<file path="src/rtl/word_serializer_pkg.sv">
// Shared definitions for the word serializer: width helper and FSM state encoding.
package word_serializer_pkg;

    function automatic int clog2(input int value);
        int r;
        r = 0;
        while ((1 << r) < value) r++;
        return r;
    endfunction

    typedef enum logic {
        ST_IDLE = 1'b0,
        ST_SEND = 1'b1
    } state_e;

endpackage

</file>
<file path="src/rtl/word_serializer_lane_mux.sv">
// Combinational N_LANES:1 selector picking one LANE_W-bit lane out of a word.
module word_serializer_lane_mux #(
    parameter int LANE_W  = 8,
    parameter int N_LANES = 4,
    parameter int SEL_W   = 2
) (
    input  logic [N_LANES*LANE_W-1:0] word_i,
    input  logic [SEL_W-1:0]          sel_i,
    output logic [LANE_W-1:0]         lane_o
);

    // Explicit compare loop keeps out-of-range selects at zero for non power-of-two lane counts.
    always_comb begin
        lane_o = '0;
        for (int i = 0; i < N_LANES; i++) begin
            if (sel_i == SEL_W'(i)) lane_o = word_i[i*LANE_W +: LANE_W];
        end
    end

endmodule

</file>
<file path="src/rtl/word_serializer.sv">
// Splits a DATA_W word into LANE_W beats on a valid/ready stream, MSB- or LSB-lane first,
// with a per-word lane count and back-to-back word acceptance on the final beat.
module word_serializer
    import word_serializer_pkg::*;
#(
    parameter  int DATA_W  = 32,
    parameter  int LANE_W  = 8,
    localparam int N_LANES = DATA_W / LANE_W,
    localparam int CNT_W   = clog2(N_LANES)
) (
    input  logic              clk,
    input  logic              reset,
    input  logic [DATA_W-1:0] in_data,
    input  logic              in_valid,
    output logic              in_ready,
    input  logic              in_msb_first,
    input  logic [CNT_W-1:0]  in_count,
    output logic [LANE_W-1:0] out_data,
    output logic              out_valid,
    input  logic              out_ready,
    output logic [CNT_W-1:0]  out_idx,
    output logic              out_last
);

    localparam logic [CNT_W-1:0] IDX_TOP = CNT_W'(N_LANES - 1);
    localparam logic [CNT_W:0]   REM_ALL = (CNT_W+1)'(N_LANES);
    localparam logic [CNT_W:0]   REM_ONE = (CNT_W+1)'(1);

    state_e              state_q, state_d;
    logic [DATA_W-1:0]   word_q, word_d;
    logic                msb_q, msb_d;
    logic [CNT_W-1:0]    idx_q, idx_d;
    logic [CNT_W:0]      rem_q, rem_d;
    logic [LANE_W-1:0]   out_data_q, lane_d;

    assign out_valid = (state_q == ST_SEND);
    assign out_last  = out_valid && (rem_q == REM_ONE);
    assign in_ready  = (state_q == ST_IDLE) || (out_last && out_ready);
    assign out_idx   = idx_q;
    assign out_data  = out_data_q;

    always_comb begin
        state_d = state_q;
        word_d  = word_q;
        msb_d   = msb_q;
        idx_d   = idx_q;
        rem_d   = rem_q;

        if (state_q == ST_SEND && out_ready) begin
            if (out_last) begin
                state_d = ST_IDLE;
            end else begin
                rem_d = rem_q - 1'b1;
                idx_d = msb_q ? idx_q - 1'b1 : idx_q + 1'b1;
            end
        end

        // A new word overrides the return to IDLE, giving gapless back-to-back words.
        if (in_valid && in_ready) begin
            state_d = ST_SEND;
            word_d  = in_data;
            msb_d   = in_msb_first;
            idx_d   = in_msb_first ? IDX_TOP : '0;
            rem_d   = (in_count == '0) ? REM_ALL : {1'b0, in_count};
        end
    end

    // Lane is selected from next-state word/index so out_data comes straight from a flop.
    word_serializer_lane_mux #(
        .LANE_W  (LANE_W),
        .N_LANES (N_LANES),
        .SEL_W   (CNT_W)
    ) u_lane_mux (
        .word_i (word_d),
        .sel_i  (idx_d),
        .lane_o (lane_d)
    );

    always_ff @(posedge clk) begin
        if (reset) begin
            state_q    <= ST_IDLE;
            word_q     <= '0;
            msb_q      <= 1'b0;
            idx_q      <= '0;
            rem_q      <= '0;
            out_data_q <= '0;
        end else begin
            state_q    <= state_d;
            word_q     <= word_d;
            msb_q      <= msb_d;
            idx_q      <= idx_d;
            rem_q      <= rem_d;
            out_data_q <= lane_d;
        end
    end

endmodule

</file>
<file path="config.mk">
export PLATFORM = sky130hd
export DESIGN_NAME = word_serializer
export DESIGN_NICKNAME = d
export VERILOG_FILES = /design/src/rtl/word_serializer_pkg.sv /design/src/rtl/word_serializer_lane_mux.sv /design/src/rtl/word_serializer.sv
export SDC_FILE = /design/constraint.sdc
export NUM_CORES = 1
export LEC_CHECK = 0
export BUFFER_PORTS_ARGS = -buffer_cell sky130_fd_sc_hd__buf_4
export CAP_MARGIN = 20
export CORE_ASPECT_RATIO = 1.5
export CORE_MARGIN = 2
export CORE_UTILIZATION = 40
export DETAILED_ROUTE_END_ITERATION = 12
export PLACE_DENSITY = 0.65
export SETUP_SLACK_MARGIN = 0.02
export SYNTH_ARGS = -nofsm -noshare
export SYNTH_HDL_FRONTEND = slang
export SYNTH_SLANG_ARGS = --single-unit
</file>
<file path="constraint.sdc">
create_clock -name clk -period 2.8 [get_ports clk]
set_clock_uncertainty 0.05 [all_clocks]
set_input_delay 0.14 -clock clk [delete_from_list [all_inputs] [get_ports clk]]
set_output_delay 0.14 -clock clk [all_outputs]
set_load 0.03 [all_outputs]
</file>
==> metrics, run 1 <==
status=finished clean; Detailed Route Iter0 Violations=83; relative slew slack=0.639; # DRC=0; Area contributors post-synth=dfxtp_1 (42%), nand2_1 (10%), a21oi_1 (7.6%); fillers=563; first-pass GRT wire length=9060 um; post-synthesis mux area share=0.0400; top-count cell post-synth=nand2_1; area of the multi-input gates=1220 um2; post-synth top area cell=dfxtp_1; fin crit period=2370 ps; Slew Limit Fails=0; CP Class=register to register; type of origin of the critical path=register; worst vdd ir=0.221 mV; largest net degree at the start of global routing=48; hpwl dp=4090 um; CTS Hold Bufs=0; Slew @ Worst Pin=541 ps; DIE WIDTH=65.3 um; P per Cell Area=565 nW/um2; post-route design area=2810 um2; fin worst setup slack=427 ps; DR pass1 iterations=4; RSZ-0062 raised after global routing=no; crit end category=register; Synth-to-Final Area Change=24.7%; total power=1590 uW; fraction of layout cells with a size suffix above 1=0.256; Initial Util=0.413; Routed Antenna Nets=0; crit path DAT=2490 ps; Leak=0.00113 uW; average routed wire per standard cell=14.1 um; vias in the first global route=1,934; core area=5450 um2; Hold Violations, Final=0; gr ovfl total=0; PortBufs=51; Synth cell types=49; Final setup viols=0; final net count=360; total wire length=5480 um; CTS sink cnt=47; Post-Synth XOR/XNOR Area=0.00777; Max Fclk=0.421 GHz; post-synthesis sequential element count=47; IO Count=52; Ys Warns=0; antenna cells=0; Post-Syn Nets=309; crit-path max FO=9; clk root buf=clkbuf_8; Post-synth top cells=nand2_1 (61), dfxtp_1 (47), a21oi_1 (34); Clk Latency, worst-skew pair=310 ps; Post-synth ARST share=0; gpl congestion=0.854; Worst Hold Class=input port to register; sequential-to-total area share from yosys stat=0.418; antenna violations before repair=0; Num CTS Buffers=5; Post-Synth Adder-Cell Area=0.0111; Synth Area in Compound Gates=0.246; Worst-path clk slew=90 ps; Setup WS pre-CTS=449 ps; combinational family with the most area after synthesis=compound AO/OA/AOI/OAI gates; CTS H-Tree Depth=2; EDFF count, synth=0; final worst path period share=0.848; Worst Path Required=2920 ps; post-CTS sizing=0; Yosys top cell area share=0.418; Chip Height=95.9 um; die area=6260 um2; average size of a mapped cell=8.41 um2; CTS tree=done; Simple-Gate Fraction of Synth Area=0.235; Cell Area, Placed=2710 um2; Mapped Area=2250 um2; DR vias=2,092; Storage cell area=941 um2; Max Cap Viol=0; aggregate global-route resource usage=0.186; ys flop type=dfxtp_1; setup TNS=0 ps; Syn Inst Count=268; # rows=33; post-layout util=0.516; Max clock buf depth=2; DR vias/cell=5.36; post-CTS setup repair buffer count=0
[power breakdown]
| group | total (uW) | switching (uW) | internal [uW] |
|---|---|---|---|
| clock network | 435 | 233 | 202 |
| registers | 753 | 29.4 | 723 |
| logic | 400 | 232 | 169 |
| total | 1590 | 494 | 1090 |
[cells in the final DEF, fill, tap and decap left out, drive strengths merged, types with 2 or more instances in the layout]
master	count
o21ai	11
o221ai	2
nor4	9
dfxtp	47
a221o	2
nor2b	9
a311oi	8
nor2	5
o31a	5
inv	6
ha	2
nor3	4
buf	59
a211o	6
nand3	5
nand2b	3
and2	3
a31oi	2
a21oi	36
clkbuf	6
nand2	62
mux2	8
and3	3
o31ai	2
[cell families after synthesis]
kind of cell	Yosys count
compound gates	81
xor+xnor	2
fa+ha+maj	2
buf+inv	21
flops	47
mux	8
simple gates	107
[worst max-delay path, stage by stage (launching register included)]
cell	delay [ps]
dfxtp_1	340
inv_1	60
ha_1	200
nor2b_1	190
buf_4	170
o31ai_4	470
a21boi_0	160
o311ai_0	450
a311oi_1	150
[path summary, 6_finish.rpt]
path	from	endpoint	slack, ps	cells past startpoint
worst max register to register	rem_q[1]$_SDFFE_PP0P_	out_data[7]$_SDFF_PP0_	430	8
worst min-delay path	in_data[9]	word_q[9]$_SDFF_PP0_	20	3
worst min register to register	word_q[7]$_SDFF_PP0_	word_q[7]$_SDFF_PP0_	400	2
worst max-delay path	rem_q[1]$_SDFFE_PP0P_	out_data[7]$_SDFF_PP0_	430	8
[flip-flops by register name, summed over array words and instances (netlist names)]
name,count
out_data,8
word_q,32
out_valid,1
msb_q,1
rem_q,3
out_idx,2
[final cells by class]
cell class	count	share of cell area
multi-input combinational	200	0.433
sequential	47	0.335
timing repair buffer	59	0.158
tap	70	0.0312
clock buffer	6	0.0294
inverter	6	0.00801
clock inverter	2	0.00579
[layer usage]
metal | part of all wire | wire length, um | GRT usage | vias to the layer above
met5 | 0 | 0 | 0 | -
met4 | 0.023 | 128 | 0.0833 | 0
met3 | 0.048 | 263 | 0.0421 | 10
met2 | 0.49 | 2670 | 0.321 | 52
met1 | 0.44 | 2420 | 0.219 | 963
li1 | - | - | - | 1067
[metrics by stage]
step / hold WS [ps] / std cells
floorplan: 197 / 268
global placement: 341 / 382
detailed placement: 349 / 382
CTS: 23.8 / 390
global route: 19.4 / 390
finish: 23.1 / 390
Note: power is estimated with default switching activity, not from simulation.
==> inputs of run 2 (changes only) <==
--- a/config.mk
+++ b/config.mk
@@ -5,6 +5,7 @@
 export SDC_FILE = /design/constraint.sdc
 export NUM_CORES = 1
 export LEC_CHECK = 0
+export ABC_AREA = 1
 export BUFFER_PORTS_ARGS = -buffer_cell sky130_fd_sc_hd__buf_4
 export CAP_MARGIN = 20
 export CORE_ASPECT_RATIO = 1.5
==> constraint.sdc (replaced) <==
create_clock -name clk -period 2.42 [get_ports clk]
set_clock_uncertainty 0.05 [all_clocks]
set_input_delay 0.121 -clock clk [delete_from_list [all_inputs] [get_ports clk]]
set_output_delay 0.121 -clock clk [all_outputs]
set_load 0.03 [all_outputs]
==> run 2 against run 1 <==
Sequential share of layout area grew 1.0 points. Combinational power up 2%. Area after synthesis decreased by 1.9%. Count of clock-buffer cells in the layout is 1 lower. Non-clock buffer count fell by 4. Register-to-register slack barely moved.
==> metrics, run 2 <==
Largest Register=word_q; R2R depth=11; Syn Inst Count=321; vias in the first global route=2,006; post-CTS setup repair buffer count=0; Leak=0.00136 uW; R2R setup slack=420 ps; Worst Hold Class=input port to register; Critical Path Max Stage Delay=330 ps; relative slew slack=0.723; total power=1820 uW; Routed met2 length=2470 um; aggregate global-route resource usage=0.174; Post-Syn Nets=362; PortBufs=51; average size of a mapped cell=6.89 um2; final worst path period share=0.827; Max clock buf depth=2; delay-heaviest family, CP=simple AND/OR/NAND/NOR gates; largest net degree at the start of global routing=39; DR vias/cell=4.65; average routed wire per standard cell=11.1 um; final net count=410; most used cell, CP=nor2_1; DR pass1 iterations=4; Routed Antenna Nets=0; worst min-delay path startpoint=in_data[22]; Worst-path clk slew=80 ps; Worst Path Required=2610 ps; Post-synth top cells=nand2_1 (94), dfxtp_1 (47), nor2_1 (35); fraction of layout cells with a size suffix above 1=0.217; DR vias=2,041; CTS sink cnt=47; final non-filler cell total=439; Post-synth ARST share=0; Worst R2R Start=rem_q[1]$_SDFFE_PP0P_; CTS H-Tree Depth=2; core area=5410 um2; DR top layer=met4; antenna violations before repair=0; RSZ-0062 raised after global routing=no; gr ovfl total=0; post-synth top area cell=dfxtp_1; Slew Limit Fails=0; IO Count=52; metal3 WL=208 um; Slowest-stage cell, CP=o21ai_0; Synth cell types=27; crit end category=register; Num CTS Buffers=5; top-count cell post-synth=nand2_1; commonest non-fill, non-tap cell in the layout=nand2_1; worst vdd ir=0.347 mV; CP Cell Sequence=inv_1 > ha_1 > nand3_2 > nand2_2 > nand2_4 > buf_4 > o21ai_0 > nand3_1 > nand2_1 > nor2_1 > nor2_1; worst hold path depth=3; sequential-to-total area share from yosys stat=0.426; commonest non-fill, non-tap cells in the layout=nand2_1 (94), buf_4 (55), dfxtp_1 (47); CP Buf/Inv Count=2; EDFF count, synth=0; Chip Height=95.1 um; max reg flops=32; Max Cap Viol=0; antenna cells=0; Detailed Route Iter0 Violations=79; Slew @ Worst Pin=416 ps; DRT met1 WL=2100 um; fin crit period=2000 ps; post-CTS sizing=0; CTS tree=done; setup TNS=0 ps; Synth-to-Final Area Change=23.4%; crit-path max FO=30; CP Class=register to register; hpwl dp=3740 um; fillers=567; Final setup viols=0; reg-to-reg endpoint=out_data[3]$_SDFF_PP0_; clk root buf=clkbuf_8; # rows=33; post-synthesis sequential element count=47; type of origin of the critical path=register; CTS Hold Bufs=0; Clk Latency, worst-skew pair=300 ps; Mapped Area=2210 um2; ys flop type=dfxtp_1; Initial Util=0.409; Max Fclk=0.500 GHz; crit path DAT=2190 ps; Area contributors post-synth=dfxtp_1 (43%), nand2_1 (16%), nand3_1 (7.0%); Cell Count Post-Placement=432; Yosys top cell area share=0.426; total wire length=4850 um; Ys Warns=0; DIE WIDTH=64.7 um; status=finished clean; # DRC=0; WHS Endpoint=word_q[22]$_SDFF_PP0_; P per Cell Area=667 nW/um2; gpl congestion=0.837; Hold Violations, Final=0; die area=6150 um2; first-pass GRT wire length=8390 um
## run 2: cell types whose count changed in the layout (fill, tap and decap cells not counted), sizes merged, moves of 5 or more
cell / delta
a211o: -6
a21oi: -10
a311oi: -8
inv: +23
mux2: -8
nand2: +36
nand3: +29
nor2: +31
nor2b: -9
nor4: -9
o21ai: +11
o31a: -5
or2: +9
## run 2: routing by layer
layer | track usage | up-vias
met5 | 0 | -
met1 | 0.202 | 889
met4 | 0.0585 | 0
met3 | 0.0425 | 7
li1 | - | 1106
met2 | 0.309 | 39
## run 2: cells by family (layout without fill, tap and decap cells)
kind of cell	Yosys count	in the layout	share of synthesized area
AOI/OAI and AO/OA	50	50	0.120
and+or+nand+nor	177	177	0.348
DFF	47	47	0.426
buffers and inverters	44	92	0.0911
adders and majority gates	2	2	0.0113
xor gates and xnor gates	1	1	0.00396
## run 2: worst max-delay path by stage
| stage | to | slack [ps] | cells after the start | from |
|---|---|---|---|---|
| 2_1_floorplan | rem_q[2]$_SDFFE_PP0P_ | 500 | 5 | out_valid$_SDFFE_PP0P_ |
| 3_3_place_gp | out_data[3]$_SDFF_PP0_ | 420 | 11 | rem_q[1]$_SDFFE_PP0P_ |
| 3_5_place_dp | out_data[3]$_SDFF_PP0_ | 410 | 11 | rem_q[1]$_SDFFE_PP0P_ |
| 5_1_grt | out_data[6]$_SDFF_PP0_ | 200 | 11 | rem_q[1]$_SDFFE_PP0P_ |
| 6_report | out_data[3]$_SDFF_PP0_ | 420 | 11 | rem_q[1]$_SDFFE_PP0P_ |
| 4_1_cts | out_data[3]$_SDFF_PP0_ | 400 | 11 | rem_q[1]$_SDFFE_PP0P_ |
## run 2: where the power goes
group / switching (uW) / leakage, uW / total, uW / internal [uW]
logic: 251 / 0.000927 / 410 / 159
registers: 23.1 / 0.000387 / 857 / 834
clock network: 251 / 0.0000502 / 553 / 302
total: 525 / 0.00136 / 1820 / 1290
## run 2: area by class of cell
class	count	area [um2]	share of cell area
Clock buffer	5	68.8	0.0252
Tap cell	70	87.6	0.0321
Clock inverter	2	37.5	0.0138
Timing Repair Buffer	55	413	0.151
Sequential cell	47	941	0.345
Inverter	30	113	0.0413
Multi-Input combinational cell	230	1070	0.392
## run 2: worst min-delay path, cell delays in order
cell and delay (ps):
buf_4 70, nand2_1 50, a21oi_1 110
## run 2: through the flow
step           instance area [um2]  hold WS (ps)   util  setup slack, ps
3_5_place_dp                  2620           353  0.485              409
2_1_floorplan                 2210           223      -              501
5_1_grt                       2730          34.2  0.505              200
4_1_cts                       2730          37.9  0.505              396
6_report                      2730          44.6  0.505              418
3_3_place_gp                  2620           351  0.485              421
